==> config.mk <==
export PLATFORM = sky130hd
export DESIGN_NAME = layer_mem_arbiter_flat
export DESIGN_NICKNAME = d
export VERILOG_FILES = /design/src/rtl/conv_mem_pkg.sv /design/src/rtl/layer_mem_arbiter_if.sv /design/src/rtl/rr_arbiter.sv /design/src/rtl/layer_mem_arbiter.sv /design/src/flat_wrapper.sv
export SDC_FILE = /design/constraint.sdc
export NUM_CORES = 1
export LEC_CHECK = 0
export CAP_MARGIN = 20
export CORE_MARGIN = 3
export CORE_UTILIZATION = 25
export CTS_CLUSTER_DIAMETER = 150
export DETAILED_ROUTE_END_ITERATION = 7
export SYNTH_ARGS = -nofsm -noshare
export SYNTH_HDL_FRONTEND = slang
export SYNTH_SLANG_ARGS = --single-unit
==> constraint.sdc <==
create_clock -name clk -period 2.8 [get_ports clk]
set_input_delay 0.56 -clock clk [delete_from_list [all_inputs] [get_ports clk]]
set_output_delay 0.56 -clock clk [all_outputs]
set_load 0.005 [all_outputs]
==> src/rtl/conv_mem_pkg.sv <==
// Shared constants and FSM encoding for the layer-memory arbiter.
// The LOCKED state only exists when LMA_LOCK_EN is defined.
package conv_mem_pkg;

    localparam logic [2:0] CSEL_NONE  = 3'd0;
    localparam logic [2:0] CSEL_L0_K0 = 3'd1;
    localparam logic [2:0] CSEL_L1_K0 = 3'd3;

    localparam int LMA_AW = 12;
    localparam int LMA_DW = 20;

    typedef enum logic [1:0] {
        IDLE,
        ISSUE
`ifdef LMA_LOCK_EN
        , LOCKED
`endif
    } arb_state_e;

endpackage

==> src/rtl/layer_mem_arbiter_if.sv <==
// Requester command bus plus the shared layer-memory port.
// The arbiter uses the slave view; requesters and memory use the master view.
interface layer_mem_arbiter_if #(
    parameter int NREQ = 3,
    parameter int AW   = conv_mem_pkg::LMA_AW,
    parameter int DW   = conv_mem_pkg::LMA_DW,
    parameter int SW   = 3
);
    logic [NREQ-1:0]    req;
    logic [NREQ-1:0]    we;
    logic [NREQ*SW-1:0] sel;
    logic [NREQ*AW-1:0] addr;
    logic [NREQ*DW-1:0] wdata;
    logic [NREQ-1:0]    lock;
    logic [NREQ-1:0]    gnt;
    logic [NREQ-1:0]    rvalid;
    logic [DW-1:0]      rdata;
    logic               cwr;
    logic               crd;
    logic [SW-1:0]      csel;
    logic [AW-1:0]      caddr_wr;
    logic [DW-1:0]      cdata_wr;
    logic [AW-1:0]      caddr_rd;
    logic [DW-1:0]      cdata_rd;

    modport slave (
        input  req, we, sel, addr, wdata, lock, cdata_rd,
        output gnt, rvalid, rdata, cwr, crd, csel, caddr_wr, cdata_wr, caddr_rd
    );

    modport master (
        output req, we, sel, addr, wdata, lock, cdata_rd,
        input  gnt, rvalid, rdata, cwr, crd, csel, caddr_wr, cdata_wr, caddr_rd
    );
endinterface

==> src/rtl/rr_arbiter.sv <==
// Combinational round-robin pick: first eligible requester after ptr_i, with wraparound.
module rr_arbiter #(
    parameter int NREQ = 3,
    parameter int PW   = $clog2(NREQ)
) (
    input  logic [NREQ-1:0] eligible_i,
    input  logic [PW-1:0]   ptr_i,
    output logic [NREQ-1:0] winner_o,
    output logic            valid_o
);
    always_comb begin
        winner_o = '0;
        valid_o  = 1'b0;
        for (int k = 1; k <= NREQ; k++) begin
            for (int j = 0; j < NREQ; j++) begin
                if (!valid_o && eligible_i[j] && (j == (int'(ptr_i) + k) % NREQ)) begin
                    winner_o[j] = 1'b1;
                    valid_o     = 1'b1;
                end
            end
        end
    end
endmodule

==> src/rtl/layer_mem_arbiter.sv <==
// Round-robin arbiter sharing the layer-memory port among NREQ requesters.
// Define LMA_LOCK_EN to let a requester keep ownership across commands via lock.
module layer_mem_arbiter #(
    parameter int NREQ = 3,
    parameter int AW   = conv_mem_pkg::LMA_AW,
    parameter int DW   = conv_mem_pkg::LMA_DW,
    parameter int SW   = 3
) (
    input logic                clk,
    input logic                reset,
    layer_mem_arbiter_if.slave bus
);
    import conv_mem_pkg::*;

    localparam int PW = $clog2(NREQ);

    arb_state_e      state_q, state_d;
    logic [PW-1:0]   ptr_q, ptr_d;
    logic [NREQ-1:0] gnt_q, rtag_q, elig, win_oh;
    logic            win_vld, cmd_on, we_q, we_d, crd_w;
    logic [SW-1:0]   csel_q, csel_d;
    logic [AW-1:0]   caddr_wr_q, caddr_wr_d, caddr_rd_q, caddr_rd_d;
    logic [DW-1:0]   cdata_wr_q, cdata_wr_d, rdata_q;

`ifdef LMA_LOCK_EN
    logic [NREQ-1:0] own_oh;
    logic            lock_hold, win_lock;

    // The pointer parks on the owner while locked, so it doubles as the owner id.
    always_comb begin
        own_oh = '0;
        for (int j = 0; j < NREQ; j++) own_oh[j] = (ptr_q == PW'(j));
    end
    assign lock_hold = |(own_oh & bus.req & bus.lock);
    assign win_lock  = |(win_oh & bus.lock);
`else
    logic unused_lock;
    assign unused_lock = ^bus.lock;
`endif

    rr_arbiter #(.NREQ(NREQ), .PW(PW)) u_rr (
        .eligible_i (elig),
        .ptr_i      (ptr_q),
        .winner_o   (win_oh),
        .valid_o    (win_vld)
    );

    always_ff @(posedge clk or posedge reset) begin
        if (reset) state_q <= IDLE;
        else       state_q <= state_d;
    end

    always_comb begin
        state_d = win_vld ? ISSUE : IDLE;
`ifdef LMA_LOCK_EN
        if (state_q == LOCKED && lock_hold) state_d = LOCKED;
        else if (win_vld && win_lock)       state_d = LOCKED;
`endif
    end

    // A requester granted last cycle is masked, giving the 1-command-per-2-cycles limit.
    always_comb begin
        elig   = bus.req & ~gnt_q;
        cmd_on = 1'b0;
        case (state_q)
            ISSUE: cmd_on = 1'b1;
`ifdef LMA_LOCK_EN
            LOCKED: begin
                cmd_on = |gnt_q;
                if (lock_hold) elig = own_oh & bus.req & ~gnt_q;
            end
`endif
            default: cmd_on = 1'b0;
        endcase
    end

    always_comb begin
        ptr_d      = ptr_q;
        we_d       = we_q;
        csel_d     = csel_q;
        caddr_wr_d = caddr_wr_q;
        cdata_wr_d = cdata_wr_q;
        caddr_rd_d = caddr_rd_q;
        for (int j = 0; j < NREQ; j++) begin
            if (win_oh[j]) begin
                ptr_d  = PW'(j);
                we_d   = bus.we[j];
                csel_d = bus.sel[j*SW +: SW];
                if (bus.we[j]) begin
                    caddr_wr_d = bus.addr[j*AW +: AW];
                    cdata_wr_d = bus.wdata[j*DW +: DW];
                end else begin
                    caddr_rd_d = bus.addr[j*AW +: AW];
                end
            end
        end
    end

    // Command stage: winner registered onto the memory bus; read-tag stage one cycle behind.
    always_ff @(posedge clk or posedge reset) begin
        if (reset) begin
            gnt_q      <= '0;
            ptr_q      <= PW'(NREQ - 1);
            we_q       <= 1'b0;
            csel_q     <= '0;
            caddr_wr_q <= '0;
            cdata_wr_q <= '0;
            caddr_rd_q <= '0;
            rtag_q     <= '0;
            rdata_q    <= '0;
        end else begin
            gnt_q      <= win_oh;
            ptr_q      <= ptr_d;
            we_q       <= we_d;
            csel_q     <= csel_d;
            caddr_wr_q <= caddr_wr_d;
            cdata_wr_q <= cdata_wr_d;
            caddr_rd_q <= caddr_rd_d;
            rtag_q     <= crd_w ? gnt_q : '0;
            if (crd_w) rdata_q <= bus.cdata_rd;
        end
    end

    assign crd_w        = cmd_on & ~we_q;
    assign bus.gnt      = gnt_q;
    assign bus.cwr      = cmd_on & we_q;
    assign bus.crd      = crd_w;
    assign bus.csel     = cmd_on ? csel_q : SW'(CSEL_NONE);
    assign bus.caddr_wr = caddr_wr_q;
    assign bus.cdata_wr = cdata_wr_q;
    assign bus.caddr_rd = caddr_rd_q;
    assign bus.rvalid   = rtag_q;
    assign bus.rdata    = rdata_q;

endmodule

==> src/flat_wrapper.sv <==
// flat-port wrapper written by rule: the top's interface ports become plain ports
module layer_mem_arbiter_flat import conv_mem_pkg::*;
#(
    parameter int NREQ = 3,
    parameter int AW   = conv_mem_pkg::LMA_AW,
    parameter int DW   = conv_mem_pkg::LMA_DW,
    parameter int SW   = 3
)
  (clk, reset, bus_req, bus_we, bus_sel, bus_addr, bus_wdata, bus_lock, bus_cdata_rd, bus_gnt, bus_rvalid, bus_rdata, bus_cwr, bus_crd, bus_csel, bus_caddr_wr, bus_cdata_wr, bus_caddr_rd);
  layer_mem_arbiter_if #(.NREQ(NREQ), .AW(AW), .DW(DW), .SW(SW)) bus_i ();
  input logic clk;
  input logic reset;
  input wire logic [$bits(bus_i.req)-1:0] bus_req;
  input wire logic [$bits(bus_i.we)-1:0] bus_we;
  input wire logic [$bits(bus_i.sel)-1:0] bus_sel;
  input wire logic [$bits(bus_i.addr)-1:0] bus_addr;
  input wire logic [$bits(bus_i.wdata)-1:0] bus_wdata;
  input wire logic [$bits(bus_i.lock)-1:0] bus_lock;
  input wire logic [$bits(bus_i.cdata_rd)-1:0] bus_cdata_rd;
  output wire logic [$bits(bus_i.gnt)-1:0] bus_gnt;
  output wire logic [$bits(bus_i.rvalid)-1:0] bus_rvalid;
  output wire logic [$bits(bus_i.rdata)-1:0] bus_rdata;
  output wire logic [$bits(bus_i.cwr)-1:0] bus_cwr;
  output wire logic [$bits(bus_i.crd)-1:0] bus_crd;
  output wire logic [$bits(bus_i.csel)-1:0] bus_csel;
  output wire logic [$bits(bus_i.caddr_wr)-1:0] bus_caddr_wr;
  output wire logic [$bits(bus_i.cdata_wr)-1:0] bus_cdata_wr;
  output wire logic [$bits(bus_i.caddr_rd)-1:0] bus_caddr_rd;
  assign bus_i.req = bus_req;
  assign bus_i.we = bus_we;
  assign bus_i.sel = bus_sel;
  assign bus_i.addr = bus_addr;
  assign bus_i.wdata = bus_wdata;
  assign bus_i.lock = bus_lock;
  assign bus_i.cdata_rd = bus_cdata_rd;
  assign bus_gnt = bus_i.gnt;
  assign bus_rvalid = bus_i.rvalid;
  assign bus_rdata = bus_i.rdata;
  assign bus_cwr = bus_i.cwr;
  assign bus_crd = bus_i.crd;
  assign bus_csel = bus_i.csel;
  assign bus_caddr_wr = bus_i.caddr_wr;
  assign bus_cdata_wr = bus_i.cdata_wr;
  assign bus_caddr_rd = bus_i.caddr_rd;
  layer_mem_arbiter #(.NREQ(NREQ), .AW(AW), .DW(DW), .SW(SW)) u_core (.clk(clk), .reset(reset), .bus(bus_i));
endmodule
==> reports/metrics.csv, run 1 <==
metric;value;unit
setup_viol;0;
h-tree-depth;3;
pin_count;211;
drtIter0Drc;88;
path_cells;inv_1 > ha_1 > or2_1 > a32o_1 > nand3_2 > and2_1 > buf_12 > a21oi_1;
worstPathMaxFanout;29;
coreArea;14000;um^2
post_cts_resized;0;
root_buffer;clkbuf_16;
path_buf_inv;2;
hold_viol_final;0;
ff_latch_area;1930;um^2
dr.pass1.iters;6;
die_area;16000;um^2
worstSkewPairLatency;0.33;ns
clkSlewWorstSetupHoldPaths;0.06;ns
synth-edff-count;0;
yosysTopAreaCell;dfrtp_1;
rsz0062_at_grt;no;
ir_drop;0.000405;V
cts_sinks;77;
clk_path_buf_depth;2;
grt_max_degree;40;
yosysMostFrequentCell;dfrtp_1;
ys_seq_area_share;53.3;%
finClkSkew;0.00443;ns
fmax;445;MHz
min_path_type;reg -> reg;
antenna_found_initial;0;
worstPathRequired;3.01;ns
holdWs;0.508;ns
fin_crit;2.25;ns
postSynthCellCount;310;
layout-drive-gt1-share;10.3;%
fin_crit_sh;80.3;%
leakagePower;2.61;nW
syn_area_per_cell;11.7;um^2
cpLargestDelayFamily;simple AND/OR/NAND/NOR gates;
end_kind;flop;
grt_remaining_overflow;0;
slowest_delay;0.52;ns
final_cells;706;
ys_ff_latch;77;
async_flop_share;100;%
antenna_left;0;
finalNetCount;659;
drcViolationCount;0;
p_per_area;1020;nW/um^2
placed_cells;690;
drt_wl_total;12100;um
grt_pass1_wl;19300;um
synth_area_leaders;dfrtp_1, mux2i_1, o22ai_1;
synth-main-ff-cell;dfrtp_1;
relSlewSlack;60.9;%
fp.dieH;126;um
nFillCells;1330;
syn_area;3620;um^2
num_antenna_cells;0;
start_util;25.8;%
via_per_inst;4.71;
placement.io_buffers;207;
num_rows;43;
num_vias;3327;
yosysWarnings;0;
arrival;2.46;ns
dp_hpwl;9040;um
cts_hold_buf;0;
worst_slew_pin_slew;0.586;ns
cp_slowest_cell;dfstp_2;
cap_viol_max_count;0;
gp_congestion;0.773;
slew_violations;0;
status;finished clean;
fp.dieW;126;um
area_growth;71.3;%
synth_top_area_share;52.6;%
setup.worst_path.start_class;flop;
multi_input_area;1550;um^2
tritoncts;built;
crit_type;reg -> reg;
numCtsBuffers;9;
syn_nets;448;
grt_pass1_vias;3670;
yosys-top-cells-count;dfrtp_1, a21oi_1, o22ai_1;
wl_per_cell;17.1;um
grt_usage;15.2;%
cts_setup_buffers;0;
fin_setup_tns;0;ns
synth_cell_type_count;35;
metrics by stage:
step / cell area, um^2 / worst slack [ns] / utilization, % / total power, mW
after floorplan: 3620 / 0.275 / - / 3.61
after global placement: 5920 / 0.359 / 42.2 / 5.27
after detailed placement: 5920 / 0.333 / 42.2 / 5.33
after CTS: 6200 / 0.541 / 44.1 / 6.46
after global routing: 6200 / 0.407 / 44.1 / 6.85
final: 6200 / 0.551 / 44.1 / 6.35
worst paths after layout:
check,startpoint,endpoint,slack [ns],cells past startpoint
worst max register to register,u_core.ptr_q[1],u_core.bus.cdata_wr[9],0.55,8
worst max-delay path,u_core.ptr_q[1],u_core.bus.cdata_wr[9],0.55,8
worst min register to register,u_core.bus.rdata[18],u_core.bus.rdata[18],0.51,1
min in group asynchronous,reset,u_core.bus.rdata[7],0.53,2
max in group asynchronous,reset,u_core.ptr_q[1],1.62,3
worst min-delay path,u_core.bus.rdata[18],u_core.bus.rdata[18],0.51,1
cells in the final DEF (no fill, tap or decap):
| cell | instances |
|---|---|
| nor2b_2 | 2 |
| nand3_2 | 1 |
| nor4_4 | 1 |
| nor3_1 | 3 |
| nand2_1 | 4 |
| o21ai_0 | 3 |
| a32o_1 | 1 |
| a21boi_0 | 1 |
| nand4_2 | 1 |
| buf_4 | 11 |
| dfrtp_1 | 76 |
| clkbuf_16 | 9 |
| nand3_1 | 3 |
| mux2i_1 | 44 |
| ha_1 | 2 |
| clkbuf_8 | 2 |
| inv_1 | 6 |
| buf_12 | 2 |
| nand4_1 | 1 |
| and2_1 | 9 |
| o31ai_1 | 2 |
| clkinv_2 | 3 |
| nand2b_1 | 1 |
| nor2b_1 | 1 |
| dfstp_2 | 1 |
| o221ai_1 | 3 |
| clkbuf_1 | 3 |
| or2_1 | 1 |
| o21bai_1 | 1 |
| o22ai_1 | 45 |
| nor2b_4 | 1 |
| mux2_2 | 20 |
| nand3b_1 | 4 |
| nor2_1 | 3 |
| a21oi_1 | 45 |
| nand4b_1 | 1 |
| o21ba_1 | 1 |
| and3b_1 | 1 |
| clkdlybuf4s50_1 | 207 |
flip-flops by register name, summed over array words and instances, names as in the netlist, 2 cells and up:
signal               cells
u_core.bus.caddr_wr     12
u_core.bus.gnt           3
u_core.bus.cdata_wr     20
u_core.ptr_q             2
u_core.bus.rdata        20
u_core.bus.rvalid        3
u_core.bus.caddr_rd     12
u_core.csel_q            3
power by group:
group	internal (mW)	switching, mW
Clock	0.646	0.426
Combinational	1.91	1.37
Sequential	1.69	0.303
Total	4.25	2.09
kinds of logic after synthesis:
logic type | share of synthesized area, %
mux | 18.4
compound gates | 16.5
buf+inv | 3.98
flops | 53.3
fa+ha+maj | 0.691
simple gates | 7.12
routing by layer:
metal / track usage, % / part of all wire, % / vias up
li1: - / - / 1590
met1: 17.5 / 41 / 1587
met2: 26.3 / 49 / 134
met3: 5.14 / 8.0 / 16
met4: 5.87 / 2.0 / 0
met5: 0 / 0 / -
layout make-up:
cell class / instances / share of cell area (%)
Sequential cell: 77 / 31.1
Inverter: 7 / 0.444
Multi-Input combinational cell: 206 / 25.0
Clock buffer: 14 / 4.26
Tap cell: 180 / 3.63
Clock inverter: 2 / 0.161
Timing Repair Buffer: 220 / 35.4
Power figures use the tool's default switching activity.
==> inputs of run 2 (changes only) <==
==> constraint.sdc (replaced) <==
create_clock -name clk -period 1.9 [get_ports clk]
set_input_delay 0.38 -clock clk [delete_from_list [all_inputs] [get_ports clk]]
set_output_delay 0.38 -clock clk [all_outputs]
set_load 0.005 [all_outputs]
==> run 2 against run 1 <==
Compared with the run above:
- the flow now finishes with violations (setup timing)
- core utilization up 3.3 points
- flip-flop and latch count unchanged
- non-clock buffer count up 22
- maximum frequency up 14%
- critical path type unchanged
- largest cell class unchanged
- largest power group unchanged
==> reports/metrics.csv, run 2 (same netlist as run 1, synthesis figures left out) <==
metric;value;unit;change
fin_area;6660;um^2;+7.4%
wl_per_cell;17.5;um;+2.2%
numCtsBuffers;9;;unchanged
clkSlewWorstSetupHoldPaths;0.06;ns;about the same
dpl_cell_area;6100;um^2;+2.9%
wl_met2;6360;um;+6.6%
worstPathRequired;2.12;ns;-0.89 ns
worst_slew_pin_slew;0.303;ns;-0.283 ns
path_buf_inv;2;;unchanged
routed.top_layer;met4;;
wl_met3;1110;um;+14%
dr.pass1.iters;4;;-2
via_per_inst;4.78;;+1.5%
antenna_found_initial;0;;unchanged
setup_ws;-0.0744;ns;-0.625 ns
path_cells;inv_2 > ha_4 > or2_1 > a32o_2 > nand3_4 > and2_4 > clkbuf_16 > a21oi_1;;
num_rows;43;;unchanged
grt_remaining_overflow;0;;unchanged
relSlewSlack;79.8;%;+19 points
finClkSkew;0.00400;ns;-0.000427 ns
area_growth;84.1;%;
grt_usage;15.1;%;-0.16 points
ir_drop;0.000772;V;+91%
clk_path_buf_depth;2;;unchanged
path_depth;8;;unchanged
cts_hold_buf;0;;unchanged
worstPathMaxFanout;11;;-62%
slew_violations;0;;unchanged
die_area;16000;um^2;unchanged
setup.worst_path.start_class;flop;;
grt_pass1_vias;3732;;+1.7%
failed_checks;setup timing;;
wl_met1;5070;um;+3.4%
final_cell_mix;clkdlybuf4s50_1, dfrtp_1, o22ai_1;;
fin_crit;1.97;ns;-0.275 ns
nFillCells;1289;;-3.1%
layout-drive-gt1-share;20.5;%;+10 points
num_vias;3476;;+4.5%
worstSkewPairLatency;0.34;ns;about the same
min_path_type;in -> async;;
gp_congestion;0.817;;+5.6%
r2r_cells;8;;unchanged
root_buffer;clkbuf_16;;
cpLargestDelayFamily;flip-flops;;
start_util;25.8;%;unchanged
coreArea;14000;um^2;unchanged
num_antenna_cells;0;;unchanged
drcViolationCount;0;;unchanged
fp.dieH;126;um;unchanged
cp_slowest_cell;dfstp_2;;
fin_crit_sh;104;%;+24 points
arrival;2.19;ns;-0.27 ns
drtIter0Drc;116;;+32%
placement.io_buffers;207;;unchanged
grt_max_degree;57;;+43%
fmax;506;MHz;+14%
tritoncts;built;;
hold_viol_final;0;;unchanged
rsz0062_at_grt;yes;;
post-place-ws;-0.210;ns;-0.543 ns
fp.dieW;126;um;unchanged
end_kind;flop;;
dp_hpwl;9120;um;+0.91%
slowest_delay;0.56;ns;+0.04 ns
finalNetCount;681;;+3.3%
pin_count;211;;unchanged
cts_sinks;77;;unchanged
p_per_area;1560;nW/um^2;+52%
setup_viol;44;;+44
grt_pass1_wl;19100;um;-0.89%
status;finished, violations left;;
h-tree-depth;3;;unchanged
antenna_left;0;;unchanged
cap_viol_max_count;0;;unchanged
drt_wl_total;12700;um;+5.3%
leakagePower;2.80;nW;+7.0%
layout.cells.most_common;clkdlybuf4s50_1;;
crit_type;reg -> reg;;
## run 2: cell count changes in the layout (fill, tap and decap cells not counted), sizes merged
cell	before	now
clkinvlp	0	3
clkinv	3	2
buf	13	32
## run 2: per-layer routing
| metal | up-vias | track usage, % |
|---|---|---|
| met5 | - | 0 |
| met4 | 0 | 5.17 |
| met3 | 16 | 6.06 |
| met2 | 156 | 25.9 |
| met1 | 1675 | 17.1 |
| li1 | 1629 | - |
## run 2: path summary, 6_finish.rpt
path / startpoint / endpoint / slack (ns)
setup / recovery: u_core.ptr_q[1] / u_core.bus.cdata_wr[18] / -0.07
hold / removal: reset / u_core.bus.caddr_wr[11] / 0.48
setup reg to reg: u_core.ptr_q[1] / u_core.bus.cdata_wr[18] / -0.07
hold reg to reg: u_core.bus.rdata[15] / u_core.bus.rdata[15] / 0.51
max in group asynchronous: reset / u_core.ptr_q[1] / 1.13
min in group clk: u_core.bus.rdata[15] / u_core.bus.rdata[15] / 0.51
## run 2: power breakdown
group / total (mW) / switching [mW] / internal (mW)
logic: 5.86 / 2.35 / 3.50
clock network: 1.55 / 0.647 / 0.907
registers: 2.95 / 0.456 / 2.49
total: 10.4 / 3.46 / 6.90
## run 2: tightest hold or removal path: cells and delay by family
family / cells / cell delay (ns)
buffers and inverters: 3 / 0.83
## run 2: stage by stage
| stage | hold slack, ns | utilization [%] | std cells | power, mW | TNS (ns) |
|---|---|---|---|---|---|
| 2_1_floorplan | 0.482 | - | 310 | 5.33 | 0 |
| 3_3_place_gp | 0.489 | 43.4 | 705 | 8.07 | -6.41 |
| 5_1_grt | 0.510 | 47.4 | 727 | 11.1 | -6.00 |
| 4_1_cts | 0.479 | 45.5 | 720 | 9.88 | -2.13 |
| 6_report | 0.485 | 47.4 | 727 | 10.4 | -2.03 |
| 3_5_place_dp | 0.497 | 43.4 | 705 | 8.18 | -7.77 |
## run 2: area by class of cell
type | instances | area [um^2] | share of cell area [%]
clock inverter | 4 | 25.0 | 0.376
inverter | 7 | 30.0 | 0.451
tap | 180 | 225 | 3.38
sequential | 77 | 1930 | 28.9
clock buffer | 11 | 243 | 3.64
timing repair buffer | 242 | 2480 | 37.3
multi-input combinational | 206 | 1720 | 25.9
## run 2: repair_timing
item,in CTS,in global routing
gates resized for setup,9,40
cloned,0,3
setup endpoints to repair,48,51
pin swaps,0,2
buffers inserted,0,4
